[config.mk]
export PLATFORM = sky130hd
export DESIGN_NAME = mac_weight_bitplane_feeder_flat
export DESIGN_NICKNAME = d
export VERILOG_FILES = /design/src/rtl/mac_weight_bitplane_feeder_pkg.sv /design/src/rtl/mac_weight_bitplane_feeder_if.sv /design/src/rtl/mac_weight_bitplane_feeder_msb_find.sv /design/src/rtl/mac_weight_bitplane_feeder.sv /design/src/flat_wrapper.sv
export SDC_FILE = /design/constraint.sdc
export NUM_CORES = 1
export LEC_CHECK = 0
export BUFFER_PORTS_ARGS = -buffer_cell sky130_fd_sc_hd__buf_2
export CORE_MARGIN = 2
export CORE_UTILIZATION = 61
export DETAILED_ROUTE_END_ITERATION = 16
export PLACE_DENSITY = 0.86
export SETUP_SLACK_MARGIN = 0.4
export SYNTH_ARGS = -nofsm -noshare
export SYNTH_HDL_FRONTEND = slang
export SYNTH_SLANG_ARGS = --single-unit
[constraint.sdc]
create_clock -name clk -period 4.25 [get_ports clk]
set_input_delay 1.275 -clock clk [delete_from_list [all_inputs] [get_ports clk]]
set_output_delay 1.275 -clock clk [all_outputs]
set_load 0.02 [all_outputs]
[src/rtl/mac_weight_bitplane_feeder_pkg.sv]
// Shared constants and types for the weight bit-plane feeder of the bit-serial MAC.
package mac_pkg;

  localparam int DATA_WIDTH = 8;
  localparam int VEC_LENGTH = 16;
  localparam int COL_W      = $clog2(DATA_WIDTH);

  typedef enum logic {
    IDLE   = 1'b0,
    STREAM = 1'b1
  } feeder_state_t;

  // One two's-complement weight per lane; lane j is weight[j].
  typedef logic [VEC_LENGTH-1:0][DATA_WIDTH-1:0] weight_vec_t;

  // One bit per lane.
  typedef logic [VEC_LENGTH-1:0] bitplane_t;

  // Magnitude of a two's-complement value. The most negative value maps to
  // its own bit pattern (8'h80 -> 8'h80), which reads correctly as unsigned 128.
  function automatic logic [DATA_WIDTH-1:0] abs_mag(input logic [DATA_WIDTH-1:0] w);
    return w[DATA_WIDTH-1] ? (~w + 1'b1) : w;
  endfunction

endpackage

[src/rtl/mac_weight_bitplane_feeder_if.sv]
// Weight-vector input handshake plus the column stream towards the MAC.
interface mac_weight_bitplane_feeder_if;
  import mac_pkg::*;

  logic              w_valid;
  logic              w_ready;
  weight_vec_t       weight;
  logic              out_ready;
  bitplane_t         sign;
  bitplane_t         w_bit;
  logic [COL_W-1:0]  column_idx;
  logic              en;
  logic              last;

  modport master (
    output w_valid, weight, out_ready,
    input  w_ready, sign, w_bit, column_idx, en, last
  );

  modport slave (
    input  w_valid, weight, out_ready,
    output w_ready, sign, w_bit, column_idx, en, last
  );

endinterface

[src/rtl/mac_weight_bitplane_feeder_msb_find.sv]
// Leading-one detector over the column mask; also returns the mask with that bit cleared.
module bitplane_msb_find
  import mac_pkg::*;
(
  input  logic [DATA_WIDTH-1:0] mask,
  output logic [COL_W-1:0]      idx,
  output logic                  found,
  output logic [DATA_WIDTH-1:0] mask_next
);

  // Scan upward so the highest set bit is the last one to win.
  always_comb begin
    idx       = '0;
    found     = 1'b0;
    mask_next = mask;
    for (int i = 0; i < DATA_WIDTH; i++) begin
      if (mask[i]) begin
        idx   = COL_W'(i);
        found = 1'b1;
      end
    end
    if (found) mask_next[idx] = 1'b0;
  end

endmodule

[src/rtl/mac_weight_bitplane_feeder.sv]
// Converts a signed weight vector to sign-magnitude and streams its nonzero
// magnitude bit-columns MSB-first to the bit-serial MAC.
module mac_weight_bitplane_feeder
  import mac_pkg::*;
(
  input  logic                          clk,
  input  logic                          reset,
  mac_weight_bitplane_feeder_if.slave   fd
);

  feeder_state_t         state_q, state_d;
  logic [DATA_WIDTH-1:0] mask_q, mask_d;
  bitplane_t             sgn_q, sgn_d;
  weight_vec_t           mag_q, mag_d;
  logic                  en_q, en_d;
  logic                  last_q, last_d;
  logic [COL_W-1:0]      column_idx_q, column_idx_d;
  bitplane_t             w_bit_q, w_bit_d;
  bitplane_t             sign_q, sign_d;

  logic [COL_W-1:0]      msb_idx;
  logic                  msb_found;
  logic [DATA_WIDTH-1:0] mask_next;

  bitplane_msb_find u_msb_find (
    .mask      (mask_q),
    .idx       (msb_idx),
    .found     (msb_found),
    .mask_next (mask_next)
  );

  // Next-state and output logic: latch a vector in IDLE, issue one column per ready cycle in STREAM.
  always_comb begin
    state_d      = state_q;
    mask_d       = mask_q;
    sgn_d        = sgn_q;
    mag_d        = mag_q;
    en_d         = 1'b0;
    last_d       = 1'b0;
    column_idx_d = column_idx_q;
    w_bit_d      = w_bit_q;
    sign_d       = sign_q;

    case (state_q)
      IDLE: begin
        if (fd.w_valid) begin
          mask_d = '0;
          for (int j = 0; j < VEC_LENGTH; j++) begin
            sgn_d[j] = fd.weight[j][DATA_WIDTH-1];
            mag_d[j] = abs_mag(fd.weight[j]);
            mask_d   = mask_d | mag_d[j];
          end
          state_d = STREAM;
        end
      end
      STREAM: begin
        if (!msb_found) begin
          // All-zero vector: a lone last marks it as consumed, regardless of out_ready.
          last_d  = 1'b1;
          state_d = IDLE;
        end else if (fd.out_ready) begin
          en_d         = 1'b1;
          column_idx_d = msb_idx;
          sign_d       = sgn_q;
          for (int j = 0; j < VEC_LENGTH; j++) begin
            w_bit_d[j] = mag_q[j][msb_idx];
          end
          mask_d = mask_next;
          if (mask_next == '0) begin
            last_d  = 1'b1;
            state_d = IDLE;
          end
        end
      end
      default: state_d = IDLE;
    endcase
  end

  // State, working registers and registered column outputs.
  always_ff @(posedge clk) begin
    if (reset) begin
      state_q      <= IDLE;
      mask_q       <= '0;
      sgn_q        <= '0;
      mag_q        <= '0;
      en_q         <= 1'b0;
      last_q       <= 1'b0;
      column_idx_q <= '0;
      w_bit_q      <= '0;
      sign_q       <= '0;
    end else begin
      state_q      <= state_d;
      mask_q       <= mask_d;
      sgn_q        <= sgn_d;
      mag_q        <= mag_d;
      en_q         <= en_d;
      last_q       <= last_d;
      column_idx_q <= column_idx_d;
      w_bit_q      <= w_bit_d;
      sign_q       <= sign_d;
    end
  end

  assign fd.w_ready    = (state_q == IDLE);
  assign fd.en         = en_q;
  assign fd.last       = last_q;
  assign fd.column_idx = column_idx_q;
  assign fd.w_bit      = w_bit_q;
  assign fd.sign       = sign_q;

endmodule

[src/flat_wrapper.sv]
// flat-port wrapper written by rule: the top's interface ports become plain ports
module mac_weight_bitplane_feeder_flat import mac_pkg::*;
  (clk, reset, fd_w_valid, fd_weight, fd_out_ready, fd_w_ready, fd_sign, fd_w_bit, fd_column_idx, fd_en, fd_last);
  mac_weight_bitplane_feeder_if fd_i ();
  input  logic clk;
  input  logic reset;
  input wire logic [$bits(fd_i.w_valid)-1:0] fd_w_valid;
  input wire logic [$bits(fd_i.weight)-1:0] fd_weight;
  input wire logic [$bits(fd_i.out_ready)-1:0] fd_out_ready;
  output wire logic [$bits(fd_i.w_ready)-1:0] fd_w_ready;
  output wire logic [$bits(fd_i.sign)-1:0] fd_sign;
  output wire logic [$bits(fd_i.w_bit)-1:0] fd_w_bit;
  output wire logic [$bits(fd_i.column_idx)-1:0] fd_column_idx;
  output wire logic [$bits(fd_i.en)-1:0] fd_en;
  output wire logic [$bits(fd_i.last)-1:0] fd_last;
  assign fd_i.w_valid = fd_w_valid;
  assign fd_i.weight = fd_weight;
  assign fd_i.out_ready = fd_out_ready;
  assign fd_w_ready = fd_i.w_ready;
  assign fd_sign = fd_i.sign;
  assign fd_w_bit = fd_i.w_bit;
  assign fd_column_idx = fd_i.column_idx;
  assign fd_en = fd_i.en;
  assign fd_last = fd_i.last;
  mac_weight_bitplane_feeder u_core (.clk(clk), .reset(reset), .fd(fd_i));
endmodule
==> results.tsv, run 1 <==
metric	value	unit
CP Data Required Time	4.61	ns
Hold Startpoint	u_core.fd.sign[14]$_SDFFE_PP0P_	
Die X	132	µm
Avg WL per Cell	19.8	µm
# fillers	1252	
Post-DRT Antenna Nets	0	
total power	4.74	mW
Area Growth Syn to Fin	15.0	%
crit path max fanout	2	
global-route wire length before repair	48600	µm
count of input and output buffers	169	
Global Route Usage Sum	35.1	%
Max VDD drop	0.305	mV
Lkg Pwr	4.69	nW
GR Overflow Total	0	
Net Switching	1.45	mW
antenna violations before repair	0	
Hold Crit Class	register to register	
min Tclk post-route	2.94	ns
worst hold endpoint	u_core.fd.sign[14]$_SDFFE_PP0P_	
status	completed	
Setup Total Neg Slack	0	ns
asr flop ratio synth	0	%
number of setup buffers added after CTS	0	
Hold Fails Final Rpt	0	
Hold Path Depth	2	
Worst-path clk slew	0.07	ns
hold buffers post-CTS	0	
Initial DRC Count	1457	
Slew Limit Headroom	36.7	%
Slew Viols, Final	0	
Initial Util	62.7	%
WP buf/inv	1	
DRC Markers	0	
placed insts	1558	
post-layout instance area	0.0115	mm²
Pint	3.28	mW
# setup viols final	0	
CP Capture Type	register	
nets@finish	1509	
Sw Share	30.6	%
clk sink count	190	
router iterations before antenna repair	5	
Post-DP Area	0.0109	mm²
Worst EP arrival	3.30	ns
Seq/Total Area, Yosys	37.9	%
Post-Route WL	31500	µm
most common cell after layout, fill and taps aside	dfxtp_1	
Yosys warnings	0	
Tcrit/Tclk final	69.3	%
H-tree levels	4	
Max-Cap Viols	0	
kind of critical path	input pin to register	
crit-path most repeated cell	or3_1	
syn_nets	1400	
unrepaired setup endpoints after global routing	false	
Seq pwr share	42.6	%
CP Cell Sequence	buf_2, or3_1, or3_1, nor4b_1, nor3_1, a31o_1, a21oi_1	
reg2reg end	u_core.mask_q[1]$_SDFFE_PP0P_	
CTS root buf	clkbuf_16	
R2R Path Start	u_core.mask_q[7]$_SDFFE_PP0P_	
commonest cells after routing, fill and taps aside	dfxtp_1, nand2_1, nor2_1	
clk buf depth	2	
Mapped Area	0.0100	mm²
min setup slack post-route	1.31	ns
CTS-repair resized insts	0	
I/O pin cnt	170	
Main synth FF type	dfxtp_1	
clk_lat worst skew	0.44	ns
CP startpoint kind	input pin	
Inserted Clock Buffers	17	
r2r setup slk	1.38	ns
drt via density	6.29	
via count	10000	
Max Clk Rate	340	MHz
DP HPWL	22400	µm
worst r2r path cells	6	
layout cell share with drive strength beyond 1	17.8	%
Top delay family on crit path	simple AND/OR/NAND/NOR gates	
Routability Congestion	0.964	
pre-CTS setup slack	0.980	ns
Power Density	410	mW/mm²
Finished Layout Cells	1590	
area of the die	0.0175	mm²
CP max stage delay	0.71	ns
Synth Instances	1252	
TritonCTS clock tree	yes	
Worst Skew	0.00737	ns
Avg Synthesized Cell Area	8.01	µm²
Yosys reg bits	190	
post-synthesis cell type count	51	
Crit-path slowest cell	nor4b_1	
vias in the first global route	9130	
largest net degree at the start of global routing	166	
core area	0.0160	mm²
Vert. Die Dim	132	µm
number of synthesized flops with an enable pin	0	
# rows	46	
antenna fix cells	0	
Clk pwr share	35.5	%
Least-Margin Pin Slew	0.946	ns
Comb power frac	22.0	%
## final cells by class
class | instances | area [µm²] | share of cell area (%)
repair buffers | 180 | 960 | 8.32
clock inverters | 8 | 129 | 1.12
multi-input cells | 933 | 5740 | 49.7
clock buffers | 24 | 492 | 4.26
inverters | 39 | 146 | 1.27
well taps | 216 | 270 | 2.34
flip-flops and latches | 190 | 3800 | 33.0
## through the flow
| stage | hold slack (ns) | util, % |
|---|---|---|
| finish | 0.453 | 72.1 |
| global route | 0.470 | 72.1 |
| CTS | 0.457 | 72.1 |
| detailed placement | 0.444 | 68.2 |
| global placement | 0.436 | 68.2 |
| floorplan | 0.428 | - |
## flip-flops by register name (all words and copies together), names as in the netlist
name,cells
u_core.fd.w_bit,16
u_core.fd.column_idx,3
u_core.state_q,1
u_core.sgn_q,16
u_core.fd.last,1
u_core.fd.en,1
u_core.fd.sign,16
u_core.mag_q,128
u_core.mask_q,8
## cell usage after synthesis (24+ instances only)
master	n	area [µm²]
dfxtp_1	190	3800
nand2_1	184	691
nor2_1	180	676
a211oi_1	100	751
a21oi_1	82	410
clkbuf_1	70	263
xor2_1	55	482
inv_1	39	146
o21ai_0	25	125
xnor2_1	25	219
nor2b_1	24	150
## worst register-to-register path, delay by kind of cell, from the launching register on
family           cells  cell delay, ns
AO/OA/AOI/OAI        2            0.27
AND/OR/NAND/NOR      4            1.97
flip-flops           1            0.48
## power by group through the flow
stage                     logic (mW)  clock network, mW  registers, mW
after floorplan                0.659                  0           2.04
after global placement         0.980                  0           2.04
after detailed placement        1.00                  0           2.05
after CTS                       1.01               1.67           2.01
after global routing            1.11               1.75           2.03
final                           1.04               1.68           2.02
## per-layer routing
layer | GRT usage [%] | share of wire (%)
met3 | 6.11 | 11
met2 | 56.6 | 46
met1 | 46.6 | 39
met4 | 15.1 | 4.3
met5 | 0 | 0
## logic make-up (layout without fill, tap and decap cells)
| family | after synthesis | after routing | share of synthesized area [%] |
|---|---|---|---|
| multiplexers | 47 | 47 | 6.22 |
| adder cells (fa/ha/maj) | 17 | 17 | 2.10 |
| buffers and inverters | 129 | 251 | 5.04 |
| XOR/XNOR | 80 | 80 | 6.98 |
| AND/OR/NAND/NOR | 506 | 506 | 22.7 |
| AO/OA/AOI/OAI | 283 | 283 | 19.1 |
| flip-flops | 190 | 190 | 37.9 |
## worst max-delay path by stage
stage                   start                             to  slack (ns)  depth (start not counted)
2_1_floorplan  fd_weight[116]  u_core.mask_q[7]$_SDFFE_PP0P_        1.33                          7
3_3_place_gp    fd_weight[12]  u_core.mask_q[6]$_SDFFE_PP0P_        1.03                          8
3_5_place_dp    fd_weight[12]  u_core.mask_q[6]$_SDFFE_PP0P_        0.98                          8
4_1_cts         fd_weight[12]  u_core.mask_q[6]$_SDFFE_PP0P_        1.43                          8
5_1_grt         fd_weight[12]  u_core.mask_q[6]$_SDFFE_PP0P_        1.28                          8
6_report       fd_weight[108]  u_core.mask_q[7]$_SDFFE_PP0P_        1.31                          7
(Power assumes the default switching activity.)
==> inputs of run 2 (changes only) <==
--- a/config.mk
+++ b/config.mk
@@ -7,9 +7,9 @@
 export LEC_CHECK = 0
 export BUFFER_PORTS_ARGS = -buffer_cell sky130_fd_sc_hd__buf_2
 export CORE_MARGIN = 2
-export CORE_UTILIZATION = 61
+export CORE_UTILIZATION = 57
 export DETAILED_ROUTE_END_ITERATION = 16
-export PLACE_DENSITY = 0.86
+export PLACE_DENSITY = 0.81
 export SETUP_SLACK_MARGIN = 0.4
 export SYNTH_ARGS = -nofsm -noshare
 export SYNTH_HDL_FRONTEND = slang
==> constraint.sdc (replaced) <==
create_clock -name clk -period 2.9 [get_ports clk]
set_input_delay 0.87 -clock clk [delete_from_list [all_inputs] [get_ports clk]]
set_output_delay 0.87 -clock clk [all_outputs]
set_load 0.02 [all_outputs]
==> results.tsv, run 2 (same netlist as run 1, synthesis figures left out) <==
metric	value	unit
GR Overflow Total	0	
# rows	48	
clk sink count	190	
Power Density	572	mW/mm²
antenna violations before repair	1	
CP startpoint	u_core.mask_q[6]$_SDFFE_PP0P_	
CTS root buf	clkbuf_16	
worst r2r path cells	6	
Multi-input gate area	0.00575	mm²
Max Clk Rate	411	MHz
Post-Route WL	31100	µm
min Tclk post-route	2.44	ns
Worst EP arrival	2.77	ns
Lkg Pwr	4.77	nW
most common cell after layout, fill and taps aside	dfxtp_1	
kind of critical path	register to register	
Inserted Clock Buffers	17	
area of the die	0.0187	mm²
global-route wire length before repair	47600	µm
Least-Margin Pin Slew	1.15	ns
Max VDD drop	0.461	mV
hold buffers post-CTS	0	
Hold Fails Final Rpt	0	
Worst Skew	0.00737	ns
# fillers	1416	
TritonCTS clock tree	yes	
Top delay family on crit path	simple AND/OR/NAND/NOR gates	
via count	9965	
Setup Total Neg Slack	0	ns
largest net degree at the start of global routing	71	
r2r setup slk	0.46	ns
drt via density	6.15	
nets@finish	1530	
Biggest register	u_core.mag_q	
Post-DP Area	0.0111	mm²
Max-Cap Viols	0	
Slew Viols, Final	0	
Worst-path clk slew	0.07	ns
DRC Markers	0	
Avg WL per Cell	19.2	µm
CP Capture Type	register	
Hold Crit Class	register to register	
pre-CTS setup slack	0.0967	ns
min setup slack post-route	0.464	ns
Area Growth Syn to Fin	16.2	%
I/O pin cnt	170	
Tcrit/Tclk final	84.0	%
flip-flop count of the largest register after layout	128	
CP startpoint kind	register	
Vert. Die Dim	137	µm
final core occ	67.7	%
Crit-path slowest cell	or3_1	
count of input and output buffers	169	
H-tree levels	4	
crit path capture	u_core.fd.w_bit[4]$_SDFFE_PP0P_	
# setup viols final	0	
Global Route Usage Sum	33.3	%
Fin Hold WS	0.455	ns
Die X	137	µm
WP buf/inv	1	
Post-DRT Antenna Nets	0	
core area	0.0172	mm²
Slew Limit Headroom	23.6	%
CP Cell Sequence	or2_2, or3_1, buf_4, nand2_1, nor2_1, nor4_1	
R2R Path Start	u_core.mask_q[6]$_SDFFE_PP0P_	
commonest cells after routing, fill and taps aside	dfxtp_1, nand2_1, nor2_1	
CP max stage delay	0.52	ns
CP Depth	6	
Reg area	0.00380	mm²
crit path max fanout	8	
DP HPWL	23100	µm
CTS-repair resized insts	0	
Initial Util	58.2	%
Initial DRC Count	1156	
clk_lat worst skew	0.44	ns
router iterations before antenna repair	5	
Routability Congestion	0.937	
reg2reg end	u_core.fd.w_bit[4]$_SDFFE_PP0P_	
unrepaired setup endpoints after global routing	true	
post-layout instance area	0.0117	mm²
number of setup buffers added after CTS	0	
layout cell share with drive strength beyond 1	19.4	%
CP Data Required Time	3.24	ns
status	completed	
vias in the first global route	9045	
clk buf depth	2	
run 2: cell count changes in the layout (fill, tap and decap cells not counted), sizes merged:
| cell | previous run | this run |
|---|---|---|
| clkinv | 3 | 9 |
| bufinv | 3 | 0 |
| buf | 180 | 201 |
| diode | 0 | 1 |
| clkbuf | 24 | 18 |
| inv | 40 | 42 |
run 2: cell type report:
cell class                 instances  area share, %
timing repair buffer             201           9.90
antenna                            1         0.0215
inverter                          39           1.26
clock inverter                    13          0.805
clock buffer                      18           3.68
tap                              225           2.41
sequential                       190           32.6
multi-input combinational        933           49.3
run 2: tightest hold or removal path: cells and delay by family, from the launching register on:
kind | cells | cell delay (ns)
DFF | 1 | 0.31
and+or+nand+nor | 1 | 0.05
AOI/OAI and AO/OA | 1 | 0.05
run 2: how the worst min path moves through the flow:
stage	from	end	cells past startpoint
2_1_floorplan	u_core.mag_q[23]$_SDFFE_PP0P_	u_core.mag_q[23]$_SDFFE_PP0P_	2
3_3_place_gp	u_core.fd.sign[2]$_SDFFE_PP0P_	u_core.fd.sign[2]$_SDFFE_PP0P_	2
3_5_place_dp	u_core.fd.sign[14]$_SDFFE_PP0P_	u_core.fd.sign[14]$_SDFFE_PP0P_	2
4_1_cts	u_core.fd.sign[14]$_SDFFE_PP0P_	u_core.fd.sign[14]$_SDFFE_PP0P_	2
5_1_grt	u_core.mag_q[40]$_SDFFE_PP0P_	u_core.mag_q[40]$_SDFFE_PP0P_	2
6_report	u_core.fd.sign[14]$_SDFFE_PP0P_	u_core.fd.sign[14]$_SDFFE_PP0P_	2
run 2: layer usage:
metal,part of all wire [%],track usage [%],vias up
met5,0,0,-
met4,4.5,18.3,0
met2,45,51.2,496
li1,-,-,4678
met3,8.9,6.74,97
met1,42,43.7,4694
run 2: metrics by stage:
step / power (mW) / cells
floorplan: 3.96 / 1252
global placement: 4.50 / 1588
detailed placement: 4.54 / 1588
CTS: 6.63 / 1619
global route: 6.91 / 1619
finish: 6.68 / 1620
run 2: power breakdown:
part           switching (mW)  internal, mW
logic                   0.992         0.596
clock network            1.04          1.10
registers               0.136          2.82
